`config.mk`:
```
export PLATFORM = sky130hd
export DESIGN_NAME = dmem_mac_sequencer
export DESIGN_NICKNAME = d
export VERILOG_FILES = /design/src/rtl/dmem_mac_sequencer.sv
export SDC_FILE = /design/constraint.sdc
export NUM_CORES = 2
export LEC_CHECK = 0
export CORE_MARGIN = 2
export CORE_UTILIZATION = 65
export CTS_BUF_LIST = sky130_fd_sc_hd__clkbuf_4 sky130_fd_sc_hd__clkbuf_8
export CTS_CLUSTER_SIZE = 28
export DETAILED_ROUTE_END_ITERATION = 16
export DONT_BUFFER_PORTS = 1
export GPL_ROUTABILITY_DRIVEN = 0
export PLACE_DENSITY = 0.9
export SLEW_MARGIN = 20
export SYNTH_ARGS = -nofsm -noshare
export SYNTH_HDL_FRONTEND = slang
export SYNTH_SLANG_ARGS = --single-unit
```
`constraint.sdc`:
```
create_clock -name clk -period 10.75 [get_ports clk]
set_clock_uncertainty 0.05 [all_clocks]
set_input_delay 1.075 -clock clk [delete_from_list [all_inputs] [get_ports clk]]
set_output_delay 1.075 -clock clk [all_outputs]
set_load 0.02 [all_outputs]
```
`src/rtl/dmem_mac_sequencer.sv`:
```
// dmem_mac_sequencer: fetches len operand pairs from the data memory,
// accumulates their signed products, then writes the shifted and saturated
// sum back to a destination word and pulses done.
module dmem_mac_sequencer #(
    parameter int AW = 10,
    parameter int DW = 32,
    parameter int LW = 5
) (
    input  logic          clk,
    input  logic          rst_n,
    input  logic          start,
    input  logic [AW-1:0] abase,
    input  logic [AW-1:0] bbase,
    input  logic [AW-1:0] dest,
    input  logic [LW-1:0] len,
    input  logic [4:0]    shift,
    input  logic [DW-1:0] readdata,
    output logic [AW-1:0] address,
    output logic [DW-1:0] writedata,
    output logic          memread,
    output logic          memwrite,
    output logic          busy,
    output logic          done,
    output logic [DW-1:0] result
);

    typedef enum logic [2:0] {
        IDLE   = 3'd0,
        FETCHA = 3'd1,
        FETCHB = 3'd2,
        WRITE  = 3'd3,
        DONE   = 3'd4
    } state_t;

    // Saturation limits of a DW-bit signed word, held in accumulator width.
    localparam logic signed [63:0] SAT_MAX = {{(65-DW){1'b0}}, {(DW-1){1'b1}}};
    localparam logic signed [63:0] SAT_MIN = {{(65-DW){1'b1}}, {(DW-1){1'b0}}};

    state_t             state_reg;
    logic [AW-1:0]      abase_reg;
    logic [AW-1:0]      bbase_reg;
    logic [AW-1:0]      dest_reg;
    logic [LW-1:0]      len_reg;
    logic [4:0]         shift_reg;
    logic [LW-1:0]      i_reg;
    logic [DW-1:0]      opa_reg;
    logic signed [63:0] acc_reg;
    logic [DW-1:0]      result_reg;

    logic signed [63:0] prod;
    logic signed [63:0] shifted;
    logic [DW-1:0]      sat_value;

    // Signed product of the latched A operand and the B word currently on readdata.
    assign prod = 64'($signed(opa_reg)) * 64'($signed(readdata));

    // Arithmetic shift then clamp into the signed DW-bit range.
    assign shifted = acc_reg >>> shift_reg;

    // Saturate the shifted accumulator; this is both the write data and the next result.
    always_comb begin
        if (shifted > SAT_MAX) begin
            sat_value = SAT_MAX[DW-1:0];
        end else if (shifted < SAT_MIN) begin
            sat_value = SAT_MIN[DW-1:0];
        end else begin
            sat_value = shifted[DW-1:0];
        end
    end

    // Memory port mux decoded from the registered state; addresses wrap modulo 2^AW.
    always_comb begin
        address   = '0;
        writedata = '0;
        memread   = 1'b0;
        memwrite  = 1'b0;
        case (state_reg)
            FETCHA: begin
                address = abase_reg + AW'(i_reg);
                memread = 1'b1;
            end
            FETCHB: begin
                address = bbase_reg + AW'(i_reg);
                memread = 1'b1;
            end
            WRITE: begin
                address   = dest_reg;
                writedata = sat_value;
                memwrite  = 1'b1;
            end
            default: begin
                address = '0;
            end
        endcase
    end

    assign busy   = (state_reg != IDLE);
    assign done   = (state_reg == DONE);
    assign result = result_reg;

    // Sequencer FSM with operand latching, accumulation and result capture.
    always_ff @(posedge clk) begin
        if (!rst_n) begin
            state_reg  <= IDLE;
            abase_reg  <= '0;
            bbase_reg  <= '0;
            dest_reg   <= '0;
            len_reg    <= '0;
            shift_reg  <= '0;
            i_reg      <= '0;
            opa_reg    <= '0;
            acc_reg    <= '0;
            result_reg <= '0;
        end else begin
            case (state_reg)
                IDLE: begin
                    if (start) begin
                        abase_reg <= abase;
                        bbase_reg <= bbase;
                        dest_reg  <= dest;
                        len_reg   <= len;
                        shift_reg <= shift;
                        acc_reg   <= '0;
                        i_reg     <= '0;
                        state_reg <= (len != '0) ? FETCHA : WRITE;
                    end
                end
                FETCHA: begin
                    opa_reg   <= readdata;
                    state_reg <= FETCHB;
                end
                FETCHB: begin
                    acc_reg   <= acc_reg + prod;
                    i_reg     <= i_reg + 1'b1;
                    state_reg <= (LW'(i_reg + 1'b1) == len_reg) ? WRITE : FETCHA;
                end
                WRITE: begin
                    result_reg <= sat_value;
                    state_reg  <= DONE;
                end
                DONE: begin
                    state_reg <= IDLE;
                end
                default: begin
                    state_reg <= IDLE;
                end
            endcase
        end
    end

endmodule

```
==> flow_metrics.py <==
metrics = {
    "clocking": {
        "cts.clk_slew.worst_paths_ns": 0.13,
        "h-tree-depth": 4,
        "cts_tree": "yes",
        "cts_resized": 0,
        "ctsHoldBuffers": 0,
        "clock_sinks": 176,
        "cts_buffer_depth": 2,
        "ctsRootBufferMaster": "clkbuf_8",
        "cts_made_buffers": 17,
        "insertion_delay_ns": 0.52,
        "post_cts_buffers": 0,
    },
    "finish": {
        "layout.cells.non_filler": 6544,
        "largest_reg_flops": 64,
        "nets": 6990,
        "postLayoutCellArea_um2": 52300,
        "most-common-layout-cells": "inv_1, fa_1, nand2_1, and2_1, ha_1",
        "area_growth_pct": 1.40,
        "final_common_cell": "inv_1",
        "drive_gt1_frac": 0.0399,
        "fillCellCount": 5598,
    },
    "timing": {
        "timing.final.crit_share": 0.818,
        "setup_ws_ns": 1.96,
        "max_slew_margin": 0.216,
        "slew_viol_final": 0,
        "tightest_slew_ns": 1.17,
        "hold_viol_final": 0,
        "fin_crit_ns": 8.79,
        "final.setup.tns_ns": 0,
        "fmax_mhz": 114,
        "rsz0062_at_grt": "false",
        "setup_viol": 0,
    },
    "die": {
        "dieArea_um2": 81600,
        "start_util": 0.655,
        "coreArea_um2": 78700,
        "io_pins": 153,
        "die_w_um": 286,
        "num_rows": 103,
        "die_y_um": 286,
    },
    "detailed_routing": {
        "drc_errors": 0,
        "highest-signal-layer": "met4",
        "drt_iter0_drc": 4536,
        "firstDrtPassIters": 6,
        "routedWlPerCell_um": 21.6,
        "met3_length_um": 18100,
        "num_vias": 40014,
        "postRouteWirelength_um": 141000,
        "met1Wirelength_um": 49600,
        "wl_met2_um": 66600,
        "vias_per_cell": 6.11,
        "detail-route-antenna-nets": 0,
    },
    "placement": {
        "place_area_um2": 51900,
        "dp_slack_ns": 1.66,
        "port-buffer-count": 0,
        "hpwl_um": 114000,
        "dpl.cell_count": 6511,
    },
    "power": {
        "ir_worst_vdd_v": 0.000591,
        "powerDensity_nw_per_um2": 327,
        "p_leak_nw": 25.6,
    },
    "global_routing": {
        "grt_pass1_wl_um": 232000,
        "antenna_found_initial": 1,
        "grt_max_degree": 117,
        "grt_pass1_vias": 43943,
        "grt.overflow.total": 0,
        "grt.total_usage": 0.361,
    },
    "synth": {
        "synth_compound_area_frac": 0.0726,
        "yosysSeqAreaShare": 0.0683,
        "synth.ff_latch_count": 176,
        "synth_top_family_by_area": "adder cells",
        "async_reset_ff_frac": 0,
        "synth_area_um2": 51600,
        "synth_nets": 7258,
        "yosys.area_share.adder": 0.524,
        "synth-edff-count": 0,
        "synth_mux_area_frac": 0.0448,
        "syn_avg_cell_area_um2": 8.98,
        "netlist-cell-type-count": 76,
        "synth_xor_area_frac": 0.0138,
        "ys_warn_count": 0,
        "synth_area_leaders": "fa_1, inv_1, nand2_1",
        "synth.top_cell.area_share": 0.470,
        "synth_top_area_cell": "fa_1",
        "synth-simple-area-share": 0.157,
        "syn_inst": 5748,
        "synthFlopType": "dfxtp_1",
    },
    "critical_path": {
        "worstSetupPathType": "flip-flop to flip-flop",
        "critPathRequiredTime_ns": 11.13,
        "timing.rr.start": "opa_reg[14]$_SDFFE_PN0P_",
        "cp-startpoint": "opa_reg[14]$_SDFFE_PN0P_",
        "end_kind": "flip-flop",
        "crit_path_start_kind": "flip-flop",
        "cp.arrival_ns": 9.18,
        "reg2reg_setup_slack_ns": 1.96,
        "cp_max_fo": 26,
    },
    "run_status": {
        "status": "complete, no violations",
    },
    "min_path": {
        "min_from": "shift_reg[2]$_SDFFE_PN0P_",
        "hold_path.class": "flip-flop to flip-flop",
    },
    "flow_run": {
        "maxCapViolations": 0,
    },
}
path summary, 6_finish.rpt:
| path | cells past startpoint | to |
|---|---|---|
| min | 2 | shift_reg[2]$_SDFFE_PN0P_ |
| max | 24 | acc_reg[55]$_SDFFE_PN0P_ |
| max reg2reg | 24 | acc_reg[55]$_SDFFE_PN0P_ |
| min reg2reg | 2 | shift_reg[2]$_SDFFE_PN0P_ |
cell families (layout without fill, tap and decap cells):
logic type      after synthesis  count (layout)
compound gates              561             561
xor+xnor                     81              81
fa+ha+maj                  1435            1435
buf+inv                    1609            1353
flops                       176             176
mux                         155             155
other cells                   0               2
simple gates               1731            1731
metrics by stage:
step / utilization / power, W / hold slack, ns
2_1_floorplan: - / 0.0120 / 0.388
3_3_place_gp: 0.659 / 0.0154 / 0.399
3_5_place_dp: 0.659 / 0.0160 / 0.404
4_1_cts: 0.664 / 0.0167 / 0.418
5_1_grt: 0.664 / 0.0187 / 0.442
6_report: 0.664 / 0.0171 / 0.417
worst max-delay path: stages (launching register included):
cell,delay (ns)
dfxtp_1,1.12
nand2_1,0.21
fa_1,0.50
fa_1,0.53
inv_1,0.06
fa_1,0.48
inv_1,0.06
fa_1,0.46
fa_1,0.53
fa_1,0.55
inv_1,0.05
fa_1,0.48
inv_1,0.05
fa_1,0.55
inv_1,0.07
ha_1,0.34
a21oi_1,0.24
o21ai_0,0.18
and3_1,0.21
a221oi_1,0.54
a21oi_1,0.26
o21ai_0,0.44
o21ai_0,0.22
a211o_1,0.29
a41o_1,0.23
Yosys cell counts, types with 15 or more instances:
library cell / number
a211oi_1: 18
a21boi_0: 91
a21o_1: 35
a21oi_1: 105
and2_1: 486
buf_1: 18
buf_2: 21
clkbuf_1: 282
dfxtp_1: 176
fa_1: 1211
ha_1: 224
inv_1: 1270
mux2_2: 26
mux2i_1: 71
mux4_2: 58
nand2_1: 939
nand2b_1: 18
nand3_1: 64
nand4_1: 19
nor2_1: 127
nor3_1: 23
o211ai_1: 15
o211ai_2: 30
o21a_1: 17
o21ai_0: 131
o21ai_1: 34
o21bai_1: 15
xnor2_1: 57
xor2_1: 24
final cells by class:
cell class                      instances  area (µm²)  share of cell area
Multi-Input combinational cell       3963       41900               0.801
Inverter                             1272        4770              0.0913
Sequential cell                       176        3530              0.0676
Tap cell                             1050        1310              0.0251
Timing Repair Buffer                   50         375             0.00718
Clock buffer                           18         248             0.00474
Clock inverter                         13         140             0.00268
Antenna cell                            2        5.00           0.0000957
per-layer routing:
| metal | GRT usage | up-vias |
|---|---|---|
| met2 | 0.582 | 2840 |
| met1 | 0.462 | 20000 |
| met3 | 0.103 | 610 |
| met4 | 0.151 | 0 |
| li1 | - | 16564 |
| met5 | 0 | - |
report_power, final:
part	total [W]	switching (W)	internal [W]	leakage [nW]
logic	0.0157	0.00970	0.00596	23.9
registers	0.000926	0.000186	0.000740	1.43
clock network	0.000501	0.000322	0.000178	0.195
total	0.0171	0.0102	0.00688	25.6
Note: power is estimated with default switching activity, not from simulation.
